## src/rtl/seg7_pattern_decoder.sv

```systemverilog
// rtl/seg7_pattern_decoder.sv - debounced 7-segment glyph to 5-bit code decoder with one-entry output buffer
// Optional feature macro: SEG7_ERRCNT_EN adds the saturating err_count output.
module seg7_pattern_decoder #(
    parameter int STABLE_CYCLES = 4
) (
    input  logic       clk,
    input  logic       rst_n,
    input  logic [6:0] seg_in,
    input  logic       out_ready,
    output logic       out_valid,
    output logic [4:0] out_code,
    output logic       out_err,
`ifdef SEG7_ERRCNT_EN
    output logic [7:0] err_count,
`endif
    output logic       overflow
);

    localparam int CW = $clog2(STABLE_CYCLES + 1);
    localparam logic [CW-1:0] CNT_LAST = CW'(STABLE_CYCLES - 1);

    typedef enum logic {SETTLE, LOCKED} state_t;

    state_t        state_q, state_d;
    logic [CW-1:0] cnt_q, cnt_d;
    logic [6:0]    seg_q;
    logic [6:0]    last_pat;
    logic          changed;
    logic          accept;
    logic          emit;
    logic          load;
    logic [5:0]    decoded;

    // Returns {err, code}; unknown glyphs map to code 1F with err set.
    function automatic logic [5:0] decode(input logic [6:0] pat);
        case (pat)
            7'h7E: decode = {1'b0, 5'h00};
            7'h30: decode = {1'b0, 5'h01};
            7'h6D: decode = {1'b0, 5'h02};
            7'h79: decode = {1'b0, 5'h03};
            7'h33: decode = {1'b0, 5'h04};
            7'h5B: decode = {1'b0, 5'h05};
            7'h5F: decode = {1'b0, 5'h06};
            7'h70: decode = {1'b0, 5'h07};
            7'h7F: decode = {1'b0, 5'h08};
            7'h7B: decode = {1'b0, 5'h09};
            7'h77: decode = {1'b0, 5'h0A};
            7'h1F: decode = {1'b0, 5'h0B};
            7'h4E: decode = {1'b0, 5'h0C};
            7'h3D: decode = {1'b0, 5'h0D};
            7'h4F: decode = {1'b0, 5'h0E};
            7'h47: decode = {1'b0, 5'h0F};
            7'h00: decode = {1'b0, 5'h10};
            7'h01: decode = {1'b0, 5'h11};
            default: decode = {1'b1, 5'h1F};
        endcase
    endfunction

    always_comb begin
        state_d = state_q;
        cnt_d   = cnt_q;
        accept  = 1'b0;
        changed = (seg_in != seg_q);
        case (state_q)
            SETTLE: begin
                if (changed) begin
                    cnt_d = '0;
                end else begin
                    cnt_d = cnt_q + CW'(1);
                    if (cnt_q == CNT_LAST) begin
                        accept  = 1'b1;
                        state_d = LOCKED;
                    end
                end
            end
            LOCKED: begin
                if (changed) begin
                    state_d = SETTLE;
                    cnt_d   = '0;
                end
            end
            default: begin
                state_d = SETTLE;
                cnt_d   = '0;
            end
        endcase
    end

    assign decoded = decode(seg_q);
    assign emit    = accept && (seg_q != last_pat);
    assign load    = emit && (!out_valid || out_ready);

    always_ff @(posedge clk or negedge rst_n) begin
        if (!rst_n) begin
            state_q <= SETTLE;
            cnt_q   <= '0;
            seg_q   <= '0;
        end else begin
            state_q <= state_d;
            cnt_q   <= cnt_d;
            seg_q   <= seg_in;
        end
    end

    // last_pat tracks every new glyph, even one lost to overflow, so it is not re-offered.
    always_ff @(posedge clk or negedge rst_n) begin
        if (!rst_n) begin
            last_pat  <= '0;
            out_valid <= 1'b0;
            out_code  <= '0;
            out_err   <= 1'b0;
            overflow  <= 1'b0;
        end else begin
            if (emit) begin
                last_pat <= seg_q;
            end
            if (load) begin
                out_valid <= 1'b1;
                out_code  <= decoded[4:0];
                out_err   <= decoded[5];
            end else if (out_valid && out_ready) begin
                out_valid <= 1'b0;
            end
            if (emit && out_valid && !out_ready) begin
                overflow <= 1'b1;
            end
        end
    end

`ifdef SEG7_ERRCNT_EN
    always_ff @(posedge clk or negedge rst_n) begin
        if (!rst_n) begin
            err_count <= '0;
        end else if (emit && decoded[5] && (err_count != 8'hFF)) begin
            err_count <= err_count + 8'd1;
        end
    end
`endif

endmodule

```

## config.mk

```make
export PLATFORM = sky130hd
export DESIGN_NAME = seg7_pattern_decoder
export DESIGN_NICKNAME = d
export VERILOG_FILES = /design/src/rtl/seg7_pattern_decoder.sv
export SDC_FILE = /design/constraint.sdc
export NUM_CORES = 1
export LEC_CHECK = 0
export BUFFER_PORTS_ARGS = -buffer_cell sky130_fd_sc_hd__clkbuf_2
export CAP_MARGIN = 20
export CELL_PAD_IN_SITES_DETAIL_PLACEMENT = 1
export CELL_PAD_IN_SITES_GLOBAL_PLACEMENT = 1
export CORE_MARGIN = 2
export CORE_UTILIZATION = 40
export DETAILED_ROUTE_END_ITERATION = 8
export MAX_ROUTING_LAYER = met4
export PLACE_DENSITY_LB_ADDON = 0.1
export SETUP_SLACK_MARGIN = 0.3
export SYNTH_ARGS = -nofsm -noshare
export SYNTH_HDL_FRONTEND = slang
export SYNTH_SLANG_ARGS = --single-unit
```

## constraint.sdc

```tcl
create_clock -name clk -period 1.82 [get_ports clk]
set_input_delay 0.364 -clock clk [delete_from_list [all_inputs] [get_ports clk]]
set_output_delay 0.364 -clock clk [all_outputs]
set_load 0.05 [all_outputs]
```

* Yosys cells after proc, flatten, opt, wreduce, memory -nomap -nowiden
Cells that the tools add are included.
** Operators by class
- $add $sub $neg :: 1
- Equality and inequality tests :: 21
- Muxes and demuxes :: 11
- Bitwise gates (word level) :: 1
- Reduce and logical (&&, ||, !) cells :: 10
** Operator list (count)
- $pmux W6 S18 :: 1
- $eq A7 B7 Y1 const B :: 12
- $eq A7 B6 Y1 const B :: 3
- $ne A7 B7 Y1 :: 2
- $eq A7 B1 Y1 const B :: 1
- $eq A7 B5 Y1 const B :: 1
- $logic_not A7 Y1 :: 1
- $mux W1 :: 6
- $mux W3 :: 2
- $pmux W3 S2 :: 1
- $logic_and A1 B1 Y1 :: 5
- $add A3 B1 Y3 const B :: 1
- $eq A3 B2 Y1 const B :: 1
- $logic_not A1 Y1 :: 2
- $ne A2 B1 Y1 const B :: 1
- $pmux W1 S2 :: 1
- $reduce_bool A2 Y1 :: 1
- $logic_or A1 B1 Y1 :: 1
- $not A1 Y1 :: 1
** Word-level totals
- Flip-flop bits (word level) :: 26
- Input port bits :: 10
- Output and inout bits :: 8
- Word-level logic and storage cells :: 52

* Longest topological paths before layout
- Depth in word-level cells :: 7
- Depth in mapped cells :: 7
- Mapped depth without buffers :: 6

* Least setup slack after synthesis
OpenSTA, ideal clock, no wires.
- Kind :: register to register
- Start :: reg seg_q[3]
- End :: reg out_code[2]
- Library setup time :: 0.125 ns
- Arrival :: 1.687 ns
- Data required time :: 1.695 ns
- Setup slack :: 0.008 ns
- Stages on the path, launching flop included :: 8
- Buffers on the path :: 2
- Period minus slack after synthesis :: 1.812 ns
- Path through :: dfrtp_1 > buf_2 > xor2_1 > nor4_2 > and4_1 > and3_4 > buf_6 > mux2_4
** Between the ends
- Cells in the longest elaborated chain, start to end :: 5
- Elaborated cells on any way between the ends :: 25
- Those cells by class :: 19 x eq/ne; 3 x mux; 3 x reduce/logical
** Ends and longest elaborated chain
- start: declaration :: RTL line 26 : logic [6:0] seg_q;
- start signal: assignment :: RTL line 101 : seg_q <= seg_in;
- $ne A7 B7 Y1 :: RTL line 63 : changed = (seg_in != seg_q);
- $mux W1 :: RTL line 66 : if (changed) begin
- $mux W1 :: RTL line 64 : case (state_q)
- $logic_and A1 B1 Y1 :: RTL line 90 : assign emit = accept && (seg_q != last_pat);
- $logic_and A1 B1 Y1 :: RTL line 91 : assign load = emit && (!out_valid || out_ready);
- end signal: assignment :: RTL line 119 : out_code <= decoded[4:0];
- end: declaration :: RTL line 11 : output logic [4:0] out_code,
Parallel ways exist; a longest one is shown, timed or not.
A chain may end at the register's enable or synchronous reset.

* Final worst setup path
- Start :: reg seg_q[4]
- End :: reg out_code[0]
Same word-level chain as after synthesis.

==> flow_metrics.tcl <==
set metrics [dict create \
    synth_largest_area_cell "dfrtp_1" \
    final_cell_mix "dfrtp_1, nand2_1, clkbuf_2, buf_4, xor2_1" \
    crit_slowest_cell "dfrtp_2" \
    cp.required_ns 2.02 \
    switching_share_pct 23.4 \
    ys_seq_elements 26 \
    tns_ns -0.0531 \
    synthCells 155 \
    synth_top_area_share_pct 43.5 \
    power_mw 1.25 \
    grt_pass1_wl_mm 6.21 \
    syn2layout_area_growth_pct 33.8 \
    p_int_mw 0.956 \
    crit_chain "buf_4 -> buf_6 -> or3_4 -> mux2_2 -> o32a_1 -> o21a_1 -> a31oi_1" \
    antenna_found_initial 0 \
    io_buffers 17 \
    seqPwrFrac_pct 47.9 \
    setup_ws_ns -0.0531 \
    drv_cap 0 \
    ys_types 41 \
    multiInputGateArea_um2 876 \
    hp-class "in2async" \
    synthFlopType "dfrtp_1" \
    synth_mux_area_share_pct 3.09 \
    final-setup-viol-count 1 \
    cts_sinks 26 \
    clock.fmax_mhz 534 \
    synth_warnings 0 \
    tightest_slew_ns 0.668 \
    syn-cell-area_um2 1500 \
    fp.dieH_um 65.2 \
    core.rowCount 22 \
    overflow 0 \
    busiest_layer "met2" \
    globalRouteTotalUtil_pct 19.6 \
    synthAdderAreaFrac_pct 1.67 \
    rsz0062_at_grt "yes" \
    max_stage_delay_ns 0.44 \
    cts_tree "done" \
    viasPerCell 5.34 \
    dp_hpwl_mm 2.71 \
    drive_gt1_share_pct 40.5 \
    synth_top_family_by_area "simple AND/OR/NAND/NOR gates" \
    finalHoldViolCount 0 \
    drtPass1Iterations 4 \
    finalMaxSlewViolations 0 \
    layout_commonest_cell "dfrtp_1" \
    antenna_left 0 \
    placed_cell_area_um2 1720 \
    clk_path_buf_depth 2 \
    core_area_um2 3630 \
    antenna_cells 0 \
    clk_latency_ns 0.27 \
    violations "negative setup slack" \
    fin_util_pct 55.1 \
    gp_congestion 0.858 \
    pwr-share-comb_pct 13.7 \
    vdd_drop_max_uv 376 \
    fin_area_um2 2000 \
    synth_xor_area_share_pct 9.95 \
    status "complete, but fails checks" \
    wl_per_cell_um 15.7 \
    powerDensity_nw_per_um2 624 \
    nets 203 \
    post-route-period-util_pct 103 \
    seq_area_um2 653 \
    die_area_um2 4250 \
    pin_count 18 \
    min_period_ns 1.87 \
    cts-root-buf "clkbuf_8" \
    skew_ns 0.0100 \
    grt_max_degree 27 \
    drc 0 \
    syn_nets 167 \
    clk_pin_slew_ns 0.10 \
    p_sw_mw 0.292 \
    drt_iter0_drc 65 \
    critPathArrivalTime_ns 2.08 \
    cts_inserted_buffers 3 \
    fillerInstances 415 \
    relSlewSlack_pct 55.5 \
    use_met2_pct 34.6 \
    synth_edf_count 0 \
    synth_compound_area_share_pct 13.0 \
    grt_pass1_vias 1370 \
    start_kind "flop" \
    crit_path_end_kind "flop" \
    yosysSeqAreaShare_pct 43.5 \
    critical_path_class "reg2reg" \
    synthTopCellsByArea "dfrtp_1, nand2_1, xor2_1" \
    initial_utilization_pct 41.2 \
    cts-htree-levels 1 \
    fp.dieW_um 65.2 \
    routed-via-count 1271 \
    synth-simple-area-share_pct 22.7 \
    syn_avg_cell_area_um2 9.65 \
    cp_max_fo 11 \
    async_flop_share_pct 100 \
    leakage_nw 0.905 \
    drt_wl_total_mm 3.73 \
    met1_usage_pct 23.3 \
    clkPwrFrac_pct 38.4 \
    use_met3_pct 2.57 \
]
## final cells by class
class                      instances  share of cell area, %
tap                               48                   3.00
clock inverter                     1                   1.50
inverter                           5                  0.938
sequential                        26                   32.6
clock buffer                       3                   2.06
timing repair buffer              42                   16.1
multi-input combinational        113                   43.8
## through the flow
step / cells / hold slack [ns] / worst slack (ns)
global route: 238 / 0.147 / -0.0922
detailed placement: 226 / 0.442 / -0.0932
finish: 238 / 0.110 / -0.0531
CTS: 233 / 0.134 / -0.00332
floorplan: 155 / 0.0684 / 0.0322
global placement: 226 / 0.433 / -0.0287
## layer usage
| layer | share of wire (%) | up-vias |
|---|---|---|
| met5 | 0 | - |
| met3 | 2.1 | 2 |
| li1 | - | 620 |
| met1 | 44 | 634 |
| met4 | 0.38 | 0 |
| met2 | 54 | 15 |
## cell usage after synthesis, drive strengths merged (3+ instances only)
library cell  instances
nor2                  9
o21ai                 3
inv                   5
xor2                 11
a31oi                 9
xnor2                 6
nand2b                3
nor4                  4
nand2                26
buf                  11
nor3                  3
nand4                 3
a21oi                 5
nand3                 3
dfrtp                26
## power groups by stage
stage	Sequential [mW]	Combinational (mW)	Clock [mW]
after detailed placement	0.610	0.148	0
final	0.598	0.171	0.479
after global placement	0.609	0.144	0
after global routing	0.600	0.187	0.512
after floorplan	0.603	0.0922	0
after CTS	0.599	0.161	0.492
## timing repair
item                       CTS  global route
resized for setup           17            16
pin swaps                   23             8
buffers inserted             2             4
cloned                       1             1
setup endpoints to repair   15            19
hold buffers                 0             0
## flip-flops by register name (all words and copies together), names as in the netlist
register and cells:
cnt_q 3, last_pat 7, out_code 5, out_err 1, out_valid 1, overflow 1
seg_q 7, state_q 1
## worst max-delay path, delay by kind of cell, from the launching register on
kind / cells / cell delay [ns]
flip-flops: 1 / 0.44
AND/OR/NAND/NOR: 1 / 0.37
AO/OA/AOI/OAI: 3 / 0.45
multiplexers: 1 / 0.27
buffers and inverters: 2 / 0.28
## path summary, 6_finish.rpt
kind | from | to | slack, ns | depth (start not counted)
hold / removal | rst_n | state_q | 0.11 | 1
hold reg to reg | overflow | overflow | 0.49 | 1
max in group asynchronous | rst_n | seg_q[6] | 1.23 | 1
min in group clk | seg_in[5] | seg_q[5] | 0.22 | 1
setup / recovery | seg_q[4] | out_code[0] | -0.05 | 7
setup reg to reg | seg_q[4] | out_code[0] | -0.05 | 7
## logic make-up after synthesis
group                      Yosys count
and+or+nand+nor                     62
AOI/OAI and AO/OA                   28
DFF                                 26
xor gates and xnor gates            17
buffers and inverters               16
muxes                                4
adders and majority gates            2
No activity file was read; power rests on OpenSTA's default activity.
